`src/rtl/snespad_pkg.sv`:
```
`default_nettype none
// ============================================================================
// Module   : snespad_pkg
// Brief    : Shared constants and FSM encoding for the SNES pad serial device.
// Revision : 1.0 - initial release
// ============================================================================
package snespad_pkg;

    localparam int c_reg_size = 16;

    typedef enum logic [1:0] {
        ST_IDLE  = 2'd0,
        ST_LOAD  = 2'd1,
        ST_SHIFT = 2'd2,
        ST_DONE  = 2'd3
    } snes_state_t;

    // Bit positions in buttons_i; B sits at the MSB so it is the first bit out.
    localparam int c_btn_b      = 15;
    localparam int c_btn_y      = 14;
    localparam int c_btn_select = 13;
    localparam int c_btn_start  = 12;
    localparam int c_btn_up     = 11;
    localparam int c_btn_down   = 10;
    localparam int c_btn_left   = 9;
    localparam int c_btn_right  = 8;
    localparam int c_btn_a      = 7;
    localparam int c_btn_x      = 6;
    localparam int c_btn_l      = 5;
    localparam int c_btn_r      = 4;

endpackage
`default_nettype wire

```
`src/rtl/snespad_device_sync2.sv`:
```
`default_nettype none
// ============================================================================
// Module   : sync2
// Brief    : Two-flop synchronizer for a single asynchronous level, resets to 0.
// Revision : 1.0 - initial release
// ============================================================================
module sync2 (
    input  logic clk_i,
    input  logic rstn_i,
    input  logic d_i,
    output logic q_o
);

    logic r_meta;
    logic r_sync;

    always_ff @(posedge clk_i or negedge rstn_i) begin
        if (!rstn_i) begin
            r_meta <= 1'b0;
            r_sync <= 1'b0;
        end else begin
            r_meta <= d_i;
            r_sync <= r_meta;
        end
    end

    assign q_o = r_sync;

endmodule
`default_nettype wire

```
`src/rtl/snespad_device.sv`:
```
`default_nettype none
// ============================================================================
// Module   : snespad_device
// Brief    : SNES controller emulation; shifts a button word out to a console.
// Revision : 1.0 - initial release
// ============================================================================
module snespad_device
    import snespad_pkg::*;
#(
    parameter int   REG_SIZE = c_reg_size,
    parameter logic FILL_BIT = 1'b1
) (
    input  logic                clk_i,
    input  logic                rstn_i,
    input  logic                dlatch_i,
    input  logic                dclock_i,
    input  logic [REG_SIZE-1:0] buttons_i,
    output logic                sdata_o,
    output logic                busy_o,
    output logic                frame_o,
    output logic                ovf_o
);

    localparam int               c_cnt_w      = $clog2(REG_SIZE) + 1;
    localparam logic [c_cnt_w-1:0] c_cnt_one  = c_cnt_w'(1);
    // The first bit leaves during latch, so REG_SIZE-1 shifts finish a frame.
    localparam logic [c_cnt_w-1:0] c_last_cnt = c_cnt_w'(REG_SIZE - 2);
    localparam logic [c_cnt_w-1:0] c_cnt_sat  = c_cnt_w'(REG_SIZE);

    logic w_latch_s;
    logic w_dclk_s;

    sync2 u_sync_latch (
        .clk_i  (clk_i),
        .rstn_i (rstn_i),
        .d_i    (dlatch_i),
        .q_o    (w_latch_s)
    );

    sync2 u_sync_dclk (
        .clk_i  (clk_i),
        .rstn_i (rstn_i),
        .d_i    (dclock_i),
        .q_o    (w_dclk_s)
    );

    // Registered edge pulses; the level copies stay aligned with the pulses.
    logic r_latch_lvl;
    logic r_latch_rise;
    logic r_latch_fall;
    logic r_dclk_lvl;
    logic r_dclk_rise;

    always_ff @(posedge clk_i or negedge rstn_i) begin
        if (!rstn_i) begin
            r_latch_lvl  <= 1'b0;
            r_latch_rise <= 1'b0;
            r_latch_fall <= 1'b0;
            r_dclk_lvl   <= 1'b0;
            r_dclk_rise  <= 1'b0;
        end else begin
            r_latch_lvl  <= w_latch_s;
            r_latch_rise <= w_latch_s & ~r_latch_lvl;
            r_latch_fall <= ~w_latch_s & r_latch_lvl;
            r_dclk_lvl   <= w_dclk_s;
            r_dclk_rise  <= w_dclk_s & ~r_dclk_lvl;
        end
    end

    snes_state_t          r_state;
    logic [REG_SIZE-1:0]  r_shreg;
    logic [c_cnt_w-1:0]   r_count;
    logic                 r_sdata;
    logic                 r_busy;
    logic                 r_frame;
    logic                 r_ovf;

    logic w_do_load;
    logic w_step;

    always_comb begin
        w_do_load = 1'b0;
        if (r_latch_rise) begin
            w_do_load = 1'b1;
        end else begin
            case (r_state)
                ST_IDLE: w_do_load = r_latch_lvl;
                ST_LOAD: w_do_load = ~r_latch_fall;
                default: w_do_load = 1'b0;
            endcase
        end
    end

    // A latch edge coinciding with a data clock edge swallows the clock edge.
    assign w_step = r_dclk_rise & ~r_latch_fall;

    always_ff @(posedge clk_i or negedge rstn_i) begin
        if (!rstn_i) begin
            r_state <= ST_IDLE;
            r_shreg <= {REG_SIZE{FILL_BIT}};
            r_count <= '0;
            r_sdata <= FILL_BIT;
            r_busy  <= 1'b0;
            r_frame <= 1'b0;
            r_ovf   <= 1'b0;
        end else begin
            r_frame <= 1'b0;
            if (w_do_load) begin
                r_state <= ST_LOAD;
                r_shreg <= buttons_i;
                r_sdata <= buttons_i[REG_SIZE-1];
                r_count <= '0;
                r_busy  <= 1'b0;
                r_ovf   <= 1'b0;
            end else begin
                case (r_state)
                    ST_LOAD: begin
                        r_state <= ST_SHIFT;
                        r_busy  <= 1'b1;
                    end
                    ST_SHIFT: begin
                        if (w_step) begin
                            r_shreg <= {r_shreg[REG_SIZE-2:0], FILL_BIT};
                            r_sdata <= r_shreg[REG_SIZE-2];
                            r_count <= r_count + c_cnt_one;
                            if (r_count == c_last_cnt) begin
                                r_state <= ST_DONE;
                                r_busy  <= 1'b0;
                                r_frame <= 1'b1;
                            end
                        end
                    end
                    ST_DONE: begin
                        if (r_latch_fall) begin
                            r_state <= ST_IDLE;
                        end else if (w_step) begin
                            r_shreg <= {r_shreg[REG_SIZE-2:0], FILL_BIT};
                            r_sdata <= FILL_BIT;
                            r_ovf   <= 1'b1;
                            if (r_count != c_cnt_sat) begin
                                r_count <= r_count + c_cnt_one;
                            end
                        end
                    end
                    default: begin
                        r_state <= ST_IDLE;
                    end
                endcase
            end
        end
    end

    assign sdata_o = r_sdata;
    assign busy_o  = r_busy;
    assign frame_o = r_frame;
    assign ovf_o   = r_ovf;

endmodule
`default_nettype wire

```
`config.mk`:
```
export PLATFORM = sky130hd
export DESIGN_NAME = snespad_device
export DESIGN_NICKNAME = d
export VERILOG_FILES = /design/src/rtl/snespad_pkg.sv /design/src/rtl/snespad_device_sync2.sv /design/src/rtl/snespad_device.sv
export SDC_FILE = /design/constraint.sdc
export NUM_CORES = 1
export LEC_CHECK = 0
export ABC_AREA = 1
export BUFFER_PORTS_ARGS = -buffer_cell sky130_fd_sc_hd__buf_4
export CORE_MARGIN = 2
export CORE_UTILIZATION = 56
export CTS_CLUSTER_SIZE = 10
export DETAILED_ROUTE_END_ITERATION = 8
export HOLD_SLACK_MARGIN = 0.05
export MAX_ROUTING_LAYER = met4
export PLACE_DENSITY = 0.76
export SYNTH_ARGS = -nofsm -noshare
export SYNTH_HDL_FRONTEND = slang
export SYNTH_SLANG_ARGS = --single-unit
```
`constraint.sdc`:
```
create_clock -name clk_i -period 2 [get_ports clk_i]
set_input_delay 0.2 -clock clk_i [delete_from_list [all_inputs] [get_ports clk_i]]
set_output_delay 0.2 -clock clk_i [all_outputs]
set_load 0.005 [all_outputs]
```
Word-level counts from Yosys, hierarchy flattened
Index checks and enable logic that the tools add are counted. Widths: inputs -> output; s select.

Add/sub/neg operators: 1. Eq/ne operators: 12. Muxes and demuxes: 32. Bitwise gates (word level): 8. Reductions and logical operators: 11.

Operators with widths (count): $mux 16 (3); $pmux 16 s2 (1); $mux 5 (5); $ne 3x3->1 const B (6); $mux 1 (14); $pmux 5 s2 (1); $reduce_and 3->1 (3); $mux 2 (4); $pmux 1 s2 (3); $pmux 2 s3 (1); $reduce_bool 3->1 (2); $add 5x1->5 const B (1); $eq 5x4->1 const B (1); $ne 5x5->1 const B (1); $reduce_and 5->1 (1); $and 1x1->1 (4); $eq 2x2->1 const B (2); $not 1->1 (4); $reduce_and 4->1 (1); $reduce_bool 2->1 (2); $eq 2x1->1 const B (1); $logic_not 2->1 (1); $ne 2x1->1 const B (1); $reduce_and 2->1 (1).

Flip-flop bits (word level): 36. Input port bits: 20. Output and inout port bits: 4. Logic and storage cells: 80.

Logic depth before layout (Yosys ltp)
Depth in word-level cells: 6. Mapped depth: 10. Gate-level depth less buffers: 9.

By module
Synthesis repeated with hierarchy kept, for this count alone.

Cell total of the unflattened synthesis: 222. Area, all modules: 1771.7 um^2.

Modules (own cells, without submodules): snespad_device (times used 1, cells an instance 218, area each 1671.6 um^2, seq. area each 795.8 um^2); sync2 (times used 2, cells an instance 2, area each 50.0 um^2, seq. area each 50.0 um^2).

Worst setup path after synthesis
OpenSTA, ideal clock, no wires.

Kind: reg2reg. From: register r_state[0]. To: register r_shreg[10]. Setup time: 0.079 ns. Data arrival time: 1.355 ns. Required time: 1.921 ns. Slack: 0.566 ns. Cell stages (with the launch flop): 11. Path buffers: 2. Period minus slack after synthesis: 1.434 ns. Cell sequence: dfrtp_1 -> inv_1 -> ha_1 -> nand2_1 -> nand2_1 -> nor2_4 -> nand2_2 -> buf_6 -> buf_6 -> nand2_1 -> o21ai_1.

Longest elaborated chain between the ends: 5. Elaborated cells between the ends (all ways): 11. Those cells by class: eq/ne: 4; mux: 4; reduce/logical: 3.

RTL lines: start, declared (RTL line snespad_device.sv:70) `snes_state_t r_state;`; start signal, assigned (RTL line snespad_device.sv:99) `r_state <= ST_IDLE;`; start signal, assigned (RTL line snespad_device.sv:109) `r_state <= ST_LOAD;`; start signal, assigned (RTL line snespad_device.sv:118) `r_state <= ST_SHIFT;`; $eq 2x1->1 or $logic_not 2->1 (tied branches) (RTL line snespad_device.sv:86) `case (r_state)`; $pmux 1 s2 (RTL line snespad_device.sv:86); $mux 1 (RTL line snespad_device.sv:83) `if (r_latch_rise) begin`; $ne 3x3->1 (no source line) or $reduce_bool 3->1 (tied branches); $reduce_and 2->1 (no source line); end signal, assigned (RTL line snespad_device.sv:100) `r_shreg <= {REG_SIZE{FILL_BIT}};`; end signal, assigned (RTL line snespad_device.sv:110) `r_shreg <= buttons_i;`; end signal, assigned (RTL line snespad_device.sv:123) `r_shreg <= {r_shreg[REG_SIZE-2:0], FILL_BIT};`; end, declared (RTL line snespad_device.sv:71) `logic [REG_SIZE-1:0] r_shreg;`.

Parallel ways exist; a longest one is shown, timed or not. A chain may end at the register's enable or synchronous reset.

Worst setup path in the final report
From: register r_state[0]. To: register r_shreg[9].

Same word-level chain as after synthesis.

==> impl_metrics.csv <==
group,metric,value,unit
run_status,status,"complete, no violations",
setup_path,cp-end-kind,"flop",
logic_synthesis,synthesis.area_per_instance,8.34,um^2
sta,relSlewSlack,0.635,
cells_and_area,final_cell_mix,"61 x nand2_1, 33 x inv_1, 24 x buf_4",
setup_path,start_kind,"flop",
cells_and_area,regMostFlops,"r_shreg",
min_path,worstHoldPathCells,3,
drt,drtIter0Drc,71,
logic_synthesis,yosysTopAreaCell,"dfrtp_1",
die,die-width,60.4,um
cells_and_area,top_regs,"r_shreg (15), r_count (5), r_state (2)",
setup_path,worstSetupPathType,"reg2reg",
setup_path,crit_chain,"inv_1, ha_1, o211ai_1, nand2_2, o21ai_0",
logic_synthesis,synth_top_area_frac,0.266,
setup_path,worstPathRequired,2250,ps
placed_design,globalplace.congestion,0.790,
sta,fin_crit_sh,0.896,
clock_tree,clockRootBuffer,"clkbuf_4",
sta,rsz0062_at_grt,"false",
cells_and_area,layout_commonest_cell,"nand2_1",
placed_design,dp_slack,250,ps
grt,antenna_found_initial,0,
logic_synthesis,ys_types,24,
cells_and_area,largest_reg_flops,15,
clock_tree,postCtsSetupBuffers,0,
grt,grt_first_pass_wirelength,5.38,mm
pwr,intPower,1790,uW
sta,fin_skew,8.79,ps
drt,routed_wl,3.21,mm
pwr,p_per_area,1320,nW/um^2
cells_and_area,areaGrowthSynthToFinish,19.0,%
logic_synthesis,synth_area,1780,um^2
die,core,3050,um^2
clock_tree,clockBufferDepth,2,
die,ios,24,
cells_and_area,fin_nets,268,
sta,finalWorstSetupSlack,207,ps
sta,final_max_slew_viol_count,0,
cells_and_area,antenna_cells,0,
job,max-cap-violations,0,
pwr,seq_power_share,0.398,
pwr,netSwitchingPower,1010,uW
logic_synthesis,yosysWarnings,0,
setup_path,rr_endpoint,"r_shreg[9]",
min_path,hold_path.class,"in2reg",
clock_tree,cts_hold_buf,3,
cells_and_area,n_fill_cell,266,
pwr,clkPwrFrac,0.226,
grt,first_global_vias,1204,
pwr,comb_power_share,0.377,
clock_tree,cts_buffers,5,
sta,setup_viol,0,
clock_tree,cts_tree,"built",
sta,fmax,558,MHz
drt,firstDrtPassIters,4,
pwr,p_leak,0.00108,uW
setup_path,ff2ff_setup_slack,210,ps
clock_tree,cts.clk_slew.worst_paths,110,ps
setup_path,crit_fanout,29,
drt,vias_per_cell,4.93,
pwr,switching_share,0.359,
drt,wl_per_cell,11.2,um
min_path,min-delay-start,"buttons_i[0]",
drt,ant_nets,0,
clock_tree,clk-insertion-delay-late,340,ps
logic_synthesis,yosysSeqAreaShare,0.502,
sta,worstMarginPinSlew,545,ps
sta,setup_tns,0,ps
setup_path,crit_arrival,2040,ps
clock_tree,clock_sinks,35,
setup_path,worst_path_largest_cell_delay,420,ps
logic_synthesis,yosys-top-cells-area,"dfrtp_1 27%, dfstp_2 24%, nand2_1 13%, inv_1 6.9%, o21ai_0 5.0%",
setup_path,cpMaxStageDelayCell,"dfrtp_1",
sta,hold_viol_final,0,
placed_design,place_hpwl,2.17,mm
sta,fin_crit,1790,ps
pwr,peakVddDrop,0.885,mV
placed_design,io_buffers,23,
grt,grt_max_degree,36,
drt,routed-via-count,1410,
grt,grt-ovfl-total,0,
die,initial_utilization,0.584,
logic_synthesis,ys_ff_latch,35,
drt,drc,0,
die,fp.dieArea,3650,um^2
min_path,holdPathEnd,"r_shreg[0]",
logic_synthesis,syn_nets,241,
clock_tree,cts.htree.levels,2,
cells_and_area,drive_above_1_share,0.248,
setup_path,r2r-start,"r_state[0]",
die,die_h,60.4,um
logic_synthesis,syn_inst,214,
grt,grt_usage,0.208,
die,num_rows,20,
clock_tree,ctsResizeCount,0,
setup_path,reg2reg_depth,5,
==> stage by stage <==
step | hold slack, ps | instance area (um^2) | total power, uW | util | cells
after floorplan | -95.6 | 1780 | 1930 | - | 214
after global placement | 168 | 1990 | 2140 | 0.651 | 275
after detailed placement | 170 | 1990 | 2170 | 0.651 | 275
after CTS | 107 | 2120 | 2820 | 0.695 | 286
after global routing | 98.5 | 2120 | 3020 | 0.695 | 286
final | 117 | 2120 | 2800 | 0.695 | 286
==> logic make-up after synthesis <==
family | share of synthesized area
AO/OA/AOI/OAI | 0.107
XOR/XNOR | 0.00491
buffers and inverters | 0.100
AND/OR/NAND/NOR | 0.237
flip-flops | 0.502
adder cells (fa/ha/maj) | 0.0491
==> how the worst max path moves through the flow <==
stage	end	slack, ps	cells after the start	start
floorplan	r_shreg[10]	570	10	r_state[0]
global placement	r_shreg[0]	370	8	r_state[1]
detailed placement	r_shreg[9]	250	5	r_state[0]
CTS	r_shreg[9]	200	5	r_state[0]
global route	r_shreg[14]	30	7	r_state[0]
finish	r_shreg[9]	210	5	r_state[0]
==> final cells by class <==
class                           count  area, um^2  area share
Timing Repair Buffer               28         230       0.108
Inverter                           34         128      0.0601
Tap cell                           44        55.1      0.0259
Sequential cell                    35         896       0.422
Clock inverter                      3        67.6      0.0318
Multi-Input combinational cell    137         709       0.334
Clock buffer                        5        37.5      0.0177
==> power groups by stage <==
stage / clock network [uW] / logic [uW] / registers [uW]
global placement: 0 / 1020 / 1120
CTS: 645 / 1060 / 1120
detailed placement: 0 / 1050 / 1130
global route: 680 / 1210 / 1140
finish: 632 / 1050 / 1110
floorplan: 0 / 830 / 1100
==> routing by layer <==
layer	up-vias	global-route usage	part of all wire
met4	0	0.0466	0.0034
li1	725	-	-
met3	2	0.0640	0.038
met5	-	-	0
met2	28	0.329	0.50
met1	655	0.267	0.46
==> synthesized netlist by cell type <==
| cell | n |
|---|---|
| o21ai_0 | 18 |
| o211ai_1 | 1 |
| nor2_4 | 2 |
| a21oi_1 | 2 |
| ha_1 | 7 |
| o21ai_2 | 5 |
| buf_2 | 5 |
| a22o_1 | 1 |
| inv_1 | 33 |
| nand3_2 | 1 |
| nor2_2 | 1 |
| nand2_1 | 61 |
| dfstp_2 | 16 |
| nor2_1 | 11 |
| nand3_1 | 10 |
| buf_6 | 2 |
| dfrtp_1 | 19 |
| xor2_1 | 1 |
| nand3b_1 | 1 |
| o21ai_1 | 6 |
| nand4_1 | 8 |
| clkbuf_1 | 1 |
| inv_2 | 1 |
| nand2_2 | 1 |
==> worst max-delay path: cells and delay by family, from the launching register on <==
kind	cells	cell delay, ps
AO/OA/AOI/OAI	2	570
flip-flops	1	420
AND/OR/NAND/NOR	1	360
adder cells (fa/ha/maj)	1	260
buffers and inverters	1	90
Power figures use the tool's default switching activity.
